==> src/rtl/bcd_stopwatch_if.sv <==
// Control and display bundle between the stopwatch and its neighbours:
// slow clock and buttons in, BCD value and status out.
interface bcd_stopwatch_if;
   logic        slowClk;
   logic        startStop;
   logic        lap;
   logic        clear;
   logic [15:0] display;
   logic        running;
   logic        lapActive;
   logic        overflow;

   modport master (
      output slowClk, startStop, lap, clear,
      input  display, running, lapActive, overflow
   );

   modport slave (
      input  slowClk, startStop, lap, clear,
      output display, running, lapActive, overflow
   );
endinterface

==> src/rtl/bcd_stopwatch.sv <==
// Four-digit BCD stopwatch driven by ticks recovered from an asynchronous
// slow square wave, with start/stop, lap-freeze and clear controls.
module bcdDigit (
   input  logic [3:0] d,
   input  logic       cin,
   output logic [3:0] q,
   output logic       cout
);
   assign cout = cin & (d == 4'd9);
   assign q    = cin ? (cout ? 4'd0 : d + 4'd1) : d;
endmodule

module bcd_stopwatch #(
   parameter int TICKS_PER_COUNT = 1
) (
   input logic       clkIn,
   input logic       rst,
   bcd_stopwatch_if.slave sw
);
   localparam logic [1:0] STOPPED  = 2'd0;
   localparam logic [1:0] RUNNING  = 2'd1;
   localparam logic [1:0] LAP_HOLD = 2'd2;
   localparam logic [7:0] PRESC_MAX = 8'(TICKS_PER_COUNT - 1);

   logic [1:0]  state, stateNext;
   logic [2:0]  slowSync;
   logic        ssPrev, lapPrev;
   logic [7:0]  presc;
   logic [15:0] count, countInc, dispReg;
   logic [4:0]  carry;
   logic        ovfReg;

   logic tick, ssEdge, lapEdge, active, prescWrap, lapClr;

   assign tick      = slowSync[1] & ~slowSync[2];
   assign ssEdge    = sw.startStop & ~ssPrev;
   assign lapEdge   = sw.lap & ~lapPrev;
   assign active    = (state != STOPPED);
   assign prescWrap = (presc == PRESC_MAX);
   assign carry[0]  = active & tick & prescWrap;
   // ssEdge wins over lapEdge, so a same-cycle pair in STOPPED only starts
   assign lapClr    = (state == STOPPED) & lapEdge & ~ssEdge;

   for (genvar g = 0; g < 4; g++) begin : gDigit
      bcdDigit uDig (
         .d    (count[4*g +: 4]),
         .cin  (carry[g]),
         .q    (countInc[4*g +: 4]),
         .cout (carry[g+1])
      );
   end

   always_comb begin
      stateNext = state;
      case (state)
         STOPPED:  if (ssEdge) stateNext = RUNNING;
         RUNNING:  if (ssEdge) stateNext = STOPPED;
                   else if (lapEdge) stateNext = LAP_HOLD;
         LAP_HOLD: if (ssEdge) stateNext = STOPPED;
                   else if (lapEdge) stateNext = RUNNING;
         default:  stateNext = STOPPED;
      endcase
   end

   always_ff @(posedge clkIn) begin
      if (rst) begin
         slowSync <= '0;
         ssPrev   <= 1'b0;
         lapPrev  <= 1'b0;
         state    <= STOPPED;
         count    <= '0;
         presc    <= '0;
         dispReg  <= '0;
         ovfReg   <= 1'b0;
      end else begin
         slowSync <= {slowSync[1:0], sw.slowClk};
         ssPrev   <= sw.startStop;
         lapPrev  <= sw.lap;
         if (sw.clear || lapClr) begin
            state   <= sw.clear ? STOPPED : stateNext;
            count   <= '0;
            presc   <= '0;
            dispReg <= '0;
            ovfReg  <= 1'b0;
         end else begin
            state <= stateNext;
            count <= countInc;
            if (active && tick) presc <= prescWrap ? 8'd0 : presc + 8'd1;
            if (carry[4]) ovfReg <= 1'b1;
            // Entering LAP_HOLD keeps the pre-increment value already shown
            if (stateNext != LAP_HOLD) dispReg <= countInc;
         end
      end
   end

   assign sw.display   = dispReg;
   assign sw.running   = active;
   assign sw.lapActive = (state == LAP_HOLD);
   assign sw.overflow  = ovfReg;
endmodule

==> src/flat_wrapper.sv <==
// flat-port wrapper written by rule: the top's interface ports become plain ports
module bcd_stopwatch_flat 
#(
   parameter int TICKS_PER_COUNT = 1
)
  (clkIn, rst, sw_slowClk, sw_startStop, sw_lap, sw_clear, sw_display, sw_running, sw_lapActive, sw_overflow);
  bcd_stopwatch_if sw_i ();
  input logic clkIn;
  input logic rst;
  input wire logic [$bits(sw_i.slowClk)-1:0] sw_slowClk;
  input wire logic [$bits(sw_i.startStop)-1:0] sw_startStop;
  input wire logic [$bits(sw_i.lap)-1:0] sw_lap;
  input wire logic [$bits(sw_i.clear)-1:0] sw_clear;
  output wire logic [$bits(sw_i.display)-1:0] sw_display;
  output wire logic [$bits(sw_i.running)-1:0] sw_running;
  output wire logic [$bits(sw_i.lapActive)-1:0] sw_lapActive;
  output wire logic [$bits(sw_i.overflow)-1:0] sw_overflow;
  assign sw_i.slowClk = sw_slowClk;
  assign sw_i.startStop = sw_startStop;
  assign sw_i.lap = sw_lap;
  assign sw_i.clear = sw_clear;
  assign sw_display = sw_i.display;
  assign sw_running = sw_i.running;
  assign sw_lapActive = sw_i.lapActive;
  assign sw_overflow = sw_i.overflow;
  bcd_stopwatch #(.TICKS_PER_COUNT(TICKS_PER_COUNT)) u_core (.clkIn(clkIn), .rst(rst), .sw(sw_i));
endmodule
==> config.mk <==
export PLATFORM = sky130hd
export DESIGN_NAME = bcd_stopwatch_flat
export DESIGN_NICKNAME = d
export VERILOG_FILES = /design/src/rtl/bcd_stopwatch_if.sv /design/src/rtl/bcd_stopwatch.sv /design/src/flat_wrapper.sv
export SDC_FILE = /design/constraint.sdc
export NUM_CORES = 1
export LEC_CHECK = 0
export ABC_AREA = 1
export CAP_MARGIN = 20
export CORE_UTILIZATION = 34
export CTS_BUF_LIST = sky130_fd_sc_hd__clkbuf_4 sky130_fd_sc_hd__clkbuf_8
export DETAILED_ROUTE_END_ITERATION = 16
export PLACE_DENSITY = 0.5
export SKIP_LAST_GASP = 1
export SLEW_MARGIN = 20
export SYNTH_ARGS = -nofsm -noshare
export SYNTH_HDL_FRONTEND = slang
export SYNTH_HIERARCHICAL = 1
export SYNTH_SLANG_ARGS = --single-unit
==> constraint.sdc <==
create_clock -name clkIn -period 5.1 [get_ports clkIn]
set_input_delay 1.02 -clock clkIn [delete_from_list [all_inputs] [get_ports clkIn]]
set_output_delay 1.02 -clock clkIn [all_outputs]
set_load 0.01 [all_outputs]
==> results_dict.tcl, run 1 <==
set metrics [dict create \
    synth_edf_count 0 \
    synth_top_family_by_area "simple AND/OR/NAND/NOR gates" \
    yosysUniqueCellTypes 22 \
    min_to "u_core/slowSync[1]$_SDFF_PP0_" \
    cts_inserted_buffers 5 \
    synth.most_common_cell "nor2_1" \
    end_kind "flip-flop" \
    critPathSlowestCell "dfxtp_1" \
    synth_flop_cell "dfxtp_1" \
    first_pass_iters 4 \
    die_w_um 85.6 \
    root_buffer "clkbuf_8" \
    overflow 0 \
    timing.fmax_mhz 342 \
    worst-path-buf-inv 5 \
    hpwl_mm 3.30 \
    switching_share_pct 22.3 \
    drv_slew 0 \
    synth_area_leaders "dfxtp_1 40%, nor2_1 14%, nand2_1 10%" \
    start_util_pct 35.2 \
    hold_violations 0 \
    synth.avg_cell_area_um2 7.07 \
    cp_max_fo 9 \
    synth_cells 336 \
    muxShareOfSynthArea_pct 0 \
    drt_iter0_markers 77 \
    synth_area_leader_cell "dfxtp_1" \
    async_flop_share_pct 0 \
    yosys.area_share.simple_pct 37.0 \
    syn_nets 352 \
    p_per_area_nw_per_um2 257 \
    crit_type "flip-flop to flip-flop" \
    clk_latency_ns 0.30 \
    track_usage_pct 13.5 \
    hold_depth 2 \
    synth_compound_area_share_pct 2.21 \
    clkPwrFrac_pct 40.7 \
    synthXorXnorAreaFrac_pct 4.05 \
    vias 1937 \
    rsz0062_at_grt "false" \
    r2r-end "u_core/sw.display[14]$_SDFFE_PP0P_" \
    grt_max_degree 22 \
    fin_setup_tns_ns 0 \
    max-clock-path-buffers 2 \
    finalCritPeriodShare_pct 57.4 \
    switchingPower_mw 0.158 \
    antenna_found_initial 0 \
    reg2reg_slack_ns 2.17 \
    portBuffers 24 \
    drive_above_1_share_pct 6.65 \
    leakage_nw 1.09 \
    nets 376 \
    critPathMaxStageDelay_ns 0.47 \
    vias_per_cell 4.39 \
    seq_area_frac_synth_pct 40.4 \
    sequentialPowerShare_pct 53.5 \
    crit_arrival_ns 3.12 \
    tightest_slew_ns 0.722 \
    ir_drop_mv 0.107 \
    synth_commonest_cells "91 x nor2_1, 63 x nand2_1, 51 x inv_1" \
    syn-cell-area_um2 2380 \
    grt_pass1_vias 1781 \
    slew-limit-headroom_pct 51.7 \
    status "finished, final reports clean" \
    period_minus_slack_ns 2.93 \
    cts_tree "done" \
    numClockSinks 48 \
    synth_warnings 6 \
    final_antenna_net_count 0 \
    cts-resized-gates 0 \
    htreeDepth 2 \
    nFillCells 739 \
    core_area_um2 6760 \
    critPathRequiredTime_ns 5.30 \
    die_y_um 85.6 \
    placementRows 30 \
    ctsHoldBuffers 0 \
    post_cts_buffers 0 \
    power_frac_comb_pct 5.9 \
    ys_ff_latch 48 \
    drt_wl_total_mm 4.60 \
    synth_top_area_share_pct 40.4 \
    critPathLaunchType "flip-flop" \
    hold_start "u_core/slowSync[0]$_SDFF_PP0_" \
    grt_pass1_wl_mm 7.96 \
    diodes 0 \
    cellInternalPower_mw 0.553 \
    rr_startpoint "u_core/state[0]$_SDFF_PP0_" \
    syn_to_final_growth_pct 16.6 \
    clock_skew_ns 0.0116 \
    place_congestion 0.753 \
    yosys.area_share.adder_pct 5.27 \
    fin_util_pct 41.0 \
    cp_common_cell "inv_1" \
    hold_path_class "flip-flop to flip-flop" \
    drv_cap 0 \
    worstRegToRegCells 15 \
    drc 0 \
    io_pins 25 \
    wl_per_cell_um 10.4 \
    path_delay_family "simple AND/OR/NAND/NOR gates" \
    clk_pin_slew_ns 0.09 \
    path_cells "nor2_4 > nor2_4 > nand3_1 > inv_1 > nand4_1 > inv_1 > nand4_1 > inv_1 > nand4_1 > inv_1 > nand4_1 > inv_1 > nor2_1 > nor2_1 > nor2_1" \
    dieArea_um2 7330 \
    final-setup-viol-count 0 \
]
## registers in the layout, summed over array words and instances, names as in the netlist
register and count:
u_core/count 16, u_core/lapPrev 1, u_core/presc 8, u_core/slowSync 3, u_core/ssPrev 1, u_core/state 2, u_core/sw.display 16, u_core/sw.overflow 1
## tightest hold or removal path, stage by stage, from the launching register on
cell	delay (ns)
dfxtp_1	0.31
inv_1	0.04
nor2_1	0.03
## cells by family after synthesis
| kind of cell | after synthesis |
|---|---|
| and+or+nand+nor | 198 |
| buffers and inverters | 59 |
| DFF | 48 |
| xor gates and xnor gates | 11 |
| AOI/OAI and AO/OA | 10 |
| adders and majority gates | 10 |
## layout by cell type, fill, tap and decap left out, drive strengths merged, types with 7 or more instances in the layout
cell type and count:
clkdlybuf4s50 24, nand2 72, inv 52, nand4 7
xor2 7, ha 10, dfxtp 48, nand3b 15
nor2 97
## per-layer routing
metal / GRT usage, % / part of all wire, % / vias to the layer above
li1: - / - / 1054
met1: 17.1 / 50 / 857
met2: 23.1 / 45 / 24
met3: 3.37 / 4.2 / 2
met4: 3.18 / 0.59 / 0
met5: 0 / 0 / -
## how the worst max path moves through the flow
stage / start / to / slack [ns] / cells past startpoint
finish: u_core/state[0]$_SDFF_PP0_ / u_core/sw.display[14]$_SDFFE_PP0P_ / 2.17 / 15
global route: u_core/state[0]$_SDFF_PP0_ / u_core/sw.display[12]$_SDFFE_PP0P_ / 1.78 / 15
CTS: u_core/state[0]$_SDFF_PP0_ / u_core/sw.display[12]$_SDFFE_PP0P_ / 2.18 / 15
detailed placement: sw_startStop / u_core/presc[5]$_SDFFE_PP0P_ / 2.04 / 7
global placement: sw_startStop / u_core/presc[5]$_SDFFE_PP0P_ / 2.03 / 7
floorplan: u_core/state[0]$_SDFF_PP0_ / u_core/sw.display[15]$_SDFFE_PP0P_ / 2.63 / 17
## per-stage QoR
stage | power, mW | hold WS [ns] | cells | area [µm²] | setup slack, ns
2_1_floorplan | 0.421 | 0.388 | 336 | 2380 | 2.63
3_3_place_gp | 0.431 | 0.392 | 433 | 2650 | 2.03
3_5_place_dp | 0.431 | 0.406 | 433 | 2650 | 2.04
4_1_cts | 0.725 | 0.421 | 441 | 2770 | 2.18
5_1_grt | 0.748 | 0.440 | 441 | 2770 | 1.78
6_report | 0.711 | 0.413 | 441 | 2770 | 2.17
## power groups by stage
stage               logic (mW)  clock network [mW]  registers (mW)
floorplan               0.0319                   0           0.389
global route            0.0469               0.321           0.381
global placement        0.0426                   0           0.389
finish                  0.0416               0.289           0.380
CTS                     0.0425               0.303           0.380
detailed placement      0.0425                   0           0.389
## area by class of cell
class / count / area, µm² / share of cell area [%]
sequential: 48 / 961 / 34.7
timing repair buffer: 24 / 240 / 8.67
clock inverter: 2 / 38.8 / 1.40
multi-input combinational: 229 / 1150 / 41.6
tap: 80 / 100 / 3.61
inverter: 52 / 195 / 7.05
clock buffer: 6 / 82.6 / 2.98
Power figures use the tool's default switching activity.
==> run 2, diff against run 1 <==
Clock period 5.1 ns to 2.91 ns, I/O delays scaled along.
==> run 2 against run 1 <==
Via count down 0.77%. Worst hold slack worse by 0.0033 ns. Final area shrank 0.41%. Non-clock buffer count grew 3. Clock power grew 36%. Worst setup slack worse by 1.7 ns. Wire length decreased by 2.8%. Core utilization is 0.17 points lower. Fmax is 19% higher. Sequential share of layout area rose by 0.14 points. Sequential power up 75%. Critical endpoint unchanged. Largest cell class unchanged. Largest power group unchanged.
==> results_dict.tcl, run 2 (synthesis results as in run 1) <==
set metrics [dict create \
    fin_setup_tns_ns 0 \
    nFillCells 736 \
    htreeDepth 2 \
    vias_per_cell 4.33 \
    cts_tree "done" \
    cts-resized-gates 0 \
    setup_slack_ns 0.459 \
    crit_type "flip-flop to flip-flop" \
    rsz0062_at_grt "false" \
    clock_skew_ns 0.00951 \
    hold_path_class "flip-flop to flip-flop" \
    dp_cells 436 \
    diodes 0 \
    drc 0 \
    die_y_um 85.6 \
    syn_to_final_growth_pct 16.1 \
    vias 1922 \
    p_per_area_nw_per_um2 411 \
    drv_slew 0 \
    portBuffers 24 \
    overflow 0 \
    grt_max_degree 22 \
    status "finished, final reports clean" \
    wl_per_cell_um 10.1 \
    holdWs_ns 0.410 \
    drv_cap 0 \
    drt_wl_total_mm 4.47 \
    ctsHoldBuffers 0 \
    place_ws_ns 0.435 \
    clk_latency_ns 0.30 \
    drt_iter0_markers 53 \
    max-clock-path-buffers 2 \
    post_cts_buffers 0 \
    cp_max_fo 9 \
    leakage_nw 1.10 \
    cts_inserted_buffers 5 \
    start_util_pct 35.2 \
    root_buffer "clkbuf_8" \
    crit_arrival_ns 2.65 \
    dpl_cell_area_um2 2670 \
    timing.fmax_mhz 408 \
    end_kind "flip-flop" \
    numClockSinks 48 \
    total_power_mw 1.13 \
    final_cell_mix "91 x nor2_1, 63 x nand2_1, 51 x inv_1" \
    hpwl_mm 3.17 \
    first_pass_iters 6 \
    antenna_found_initial 0 \
    dieArea_um2 7330 \
    finalCritPeriodShare_pct 84.2 \
    slew-limit-headroom_pct 74.1 \
    mostFrequentLayoutCell "nor2_1" \
    final_antenna_net_count 0 \
    grt_pass1_vias 1762 \
    place_congestion 0.744 \
    nets 379 \
    core_area_um2 6760 \
    clk_pin_slew_ns 0.09 \
    final_cells 444 \
    hold_violations 0 \
    fin_util_pct 40.8 \
    io_pins 25 \
    die_w_um 85.6 \
    ir_drop_mv 0.160 \
    grt_pass1_wl_mm 7.78 \
    tightest_slew_ns 0.387 \
    placementRows 30 \
    track_usage_pct 13.4 \
    period_minus_slack_ns 2.45 \
    drive_above_1_share_pct 7.42 \
    final-setup-viol-count 0 \
    critPathRequiredTime_ns 3.11 \
    final_area_um2 2760 \
    critPathLaunchType "flip-flop" \
]
## run 2: layout make-up
cell class / count / area [µm²] / share of cell area [%]
well taps: 80 / 100 / 3.63
multi-input cells: 229 / 1150 / 41.8
inverters: 52 / 195 / 7.07
clock inverters: 3 / 18.8 / 0.680
repair buffers: 27 / 263 / 9.52
flip-flops and latches: 48 / 961 / 34.8
clock buffers: 5 / 68.8 / 2.49
## run 2: final timing paths
| check | from | end | slack (ns) | cells after the start |
|---|---|---|---|---|
| worst max-delay path | u_core/state[0]$_SDFF_PP0_ | u_core/sw.display[14]$_SDFFE_PP0P_ | 0.46 | 15 |
| worst min-delay path | u_core/slowSync[0]$_SDFF_PP0_ | u_core/slowSync[1]$_SDFF_PP0_ | 0.41 | 2 |
| worst max register to register | u_core/state[0]$_SDFF_PP0_ | u_core/sw.display[14]$_SDFFE_PP0P_ | 0.46 | 15 |
| worst min register to register | u_core/slowSync[0]$_SDFF_PP0_ | u_core/slowSync[1]$_SDFF_PP0_ | 0.41 | 2 |
## run 2: critical path, cell delays in order, from the launching register on
cell and delay, ns:
dfxtp_1 0.46, nor2_4 0.07, nor2_4 0.20, nand3_1 0.12
inv_1 0.17, nand4_1 0.14, inv_1 0.09, nand4_1 0.11
inv_1 0.09, nand4_1 0.11, inv_1 0.23, nand4_1 0.17
inv_1 0.14, nor2_1 0.07, nor2_1 0.11, nor2_1 0.06
## run 2: power by group
part	switching [mW]	internal (mW)	total, mW
Sequential	0.00344	0.662	0.666
Clock	0.226	0.168	0.394
Combinational	0.0475	0.0259	0.0733
Total	0.277	0.856	1.13
## run 2: metal layers
| layer | share of wire [%] | routed length, µm | track usage [%] | up-vias |
|---|---|---|---|---|
| met5 | 0 | 0 | 0 | - |
| met2 | 47 | 2120 | 22.5 | 21 |
| li1 | - | - | - | 1059 |
| met1 | 49 | 2200 | 16.8 | 840 |
| met3 | 2.6 | 116 | 3.46 | 2 |
| met4 | 0.80 | 36 | 4.55 | 0 |
==> run 3, diff against run 2 <==
Clock period 2.91 ns to 2.55 ns, I/O delays scaled along.
==> run 3 against run 2 <==
First-iteration DRC count shrank 7.5%. Critical path depth is the same. Sequential power grew 14%. Critical path type unchanged. Largest cell class unchanged.
==> results_dict.tcl, run 3 (synthesis results as in run 1) <==
set metrics [dict create \
    drv_cap 0 \
    hold_violations 0 \
    track_usage_pct 14.1 \
    root_buffer "clkbuf_8" \
    clkPwrFrac_pct 36.8 \
    crit_type "flip-flop to flip-flop" \
    clk_latency_ns 0.30 \
    start_util_pct 35.2 \
    final_cell_mix "91 x nor2_1, 63 x nand2_1, 50 x inv_1" \
    cellInternalPower_mw 1.03 \
    htreeDepth 2 \
    sequentialPowerShare_pct 56.7 \
    fin_setup_tns_ns 0 \
    path_cells "nor2_4 > nor2_4 > nand3_1 > inv_1 > nand4_1 > inv_1 > nand4_1 > inv_1 > nand4_1 > inv_2 > nand4_1 > inv_1 > nor2_1 > nor2_1 > nor2_1" \
    hold_path_class "flip-flop to flip-flop" \
    antenna_found_initial 0 \
    vias 1949 \
    drive_above_1_share_pct 8.45 \
    post_cts_buffers 0 \
    cts_tree "done" \
    hpwl_mm 3.25 \
    total_power_mw 1.34 \
    p_per_area_nw_per_um2 480 \
    first_pass_iters 5 \
    vias_per_cell 4.36 \
    timing.fmax_mhz 454 \
    switchingPower_mw 0.309 \
    rsz0062_at_grt "false" \
    die_y_um 85.6 \
    critPathRequiredTime_ns 2.75 \
    cts_inserted_buffers 5 \
    final_antenna_net_count 0 \
    cp_max_fo 8 \
    nets 382 \
    period_minus_slack_ns 2.20 \
    wl_per_cell_um 10.4 \
    critPathLaunchType "flip-flop" \
    power_frac_comb_pct 6.5 \
    syn_to_final_growth_pct 17.5 \
    crit_arrival_ns 2.40 \
    io_pins 25 \
    drv_slew 0 \
    end_kind "flip-flop" \
    die_w_um 85.6 \
    core_area_um2 6760 \
    drt_iter0_markers 49 \
    final-setup-viol-count 0 \
    place_congestion 0.778 \
    switching_share_pct 23.1 \
    critPathSlowestCell "dfxtp_1" \
    drc 0 \
    grt_pass1_vias 1856 \
    finalCritPeriodShare_pct 86.4 \
    slew-limit-headroom_pct 73.8 \
    dieArea_um2 7330 \
    grt_pass1_wl_mm 8.17 \
    max-clock-path-buffers 2 \
    ir_drop_mv 0.199 \
    clock_skew_ns 0.00569 \
    portBuffers 24 \
    status "finished, final reports clean" \
    leakage_nw 1.11 \
    clk_pin_slew_ns 0.09 \
    tightest_slew_ns 0.392 \
    diodes 0 \
    grt_max_degree 22 \
    critPathMaxStageDelay_ns 0.47 \
    drt_wl_total_mm 4.67 \
    overflow 0 \
    fin_util_pct 41.3 \
    placementRows 30 \
    numClockSinks 48 \
    mostFrequentLayoutCell "nor2_1" \
]
[run 3: cell types whose count changed in the layout (fill, tap and decap cells not counted)]
cell / before / now
clkbuf_4: 0 / 2
clkinv_4: 1 / 0
inv_1: 51 / 50
inv_2: 1 / 2
buf_4: 3 / 6
clkinv_2: 2 / 0
clkbuf_8: 5 / 6
[run 3: what timing repair did]
item | 4_1_cts | 5_1_grt
setup endpoints to repair | 0 | 6
hold buffers | 0 | 0
gates resized for setup | 0 | 1
[run 3: layer usage]
metal  vias up  wire length [µm]  GRT usage [%]
met5         -                 0              0
met4         0                46           4.09
met3         4               127           3.18
met2        30              2160           24.7
met1       850              2340           17.2
li1       1065                 -              -
[run 3: per-stage QoR]
| step | setup WS (ns) | std cells | hold WS [ns] | instance area (µm²) |
|---|---|---|---|---|
| floorplan | 0.0827 | 336 | 0.388 | 2380 |
| global placement | 0.349 | 439 | 0.395 | 2690 |
| detailed placement | 0.277 | 439 | 0.399 | 2690 |
| CTS | 0.270 | 447 | 0.414 | 2790 |
| global route | 0.0221 | 447 | 0.436 | 2790 |
| finish | 0.347 | 447 | 0.410 | 2790 |
[run 3: path summary, 6_finish.rpt]
| kind | slack, ns | end | from | cells past startpoint |
|---|---|---|---|---|
| worst max register to register | 0.35 | u_core/sw.display[14]$_SDFFE_PP0P_ | u_core/state[0]$_SDFF_PP0_ | 15 |
| worst min-delay path | 0.41 | u_core/slowSync[1]$_SDFF_PP0_ | u_core/slowSync[0]$_SDFF_PP0_ | 2 |
| worst max-delay path | 0.35 | u_core/sw.display[14]$_SDFFE_PP0P_ | u_core/state[0]$_SDFF_PP0_ | 15 |
| worst min register to register | 0.41 | u_core/slowSync[1]$_SDFF_PP0_ | u_core/slowSync[0]$_SDFF_PP0_ | 2 |
[run 3: layout make-up]
class	count	area [µm²]
Fill cell	733	3970
Multi-Input combinational cell	229	1150
Sequential cell	48	961
Timing Repair Buffer	30	285
Inverter	52	195
Tap cell	80	100
Clock buffer	8	97.6
[run 3: power by group through the flow]
stage	registers, mW	logic [mW]	clock network (mW)
after floorplan	0.778	0.0638	0
after global placement	0.777	0.0888	0
after detailed placement	0.777	0.0886	0
after CTS	0.760	0.0886	0.520
after global routing	0.761	0.0990	0.548
final	0.760	0.0867	0.493
[run 3: critical path: cells and delay by family, from the launching register on]
| family | cells | cell delay (ns) |
|---|---|---|
| buffers and inverters | 5 | 0.53 |
| DFF | 1 | 0.47 |
| and+or+nand+nor | 10 | 1.11 |
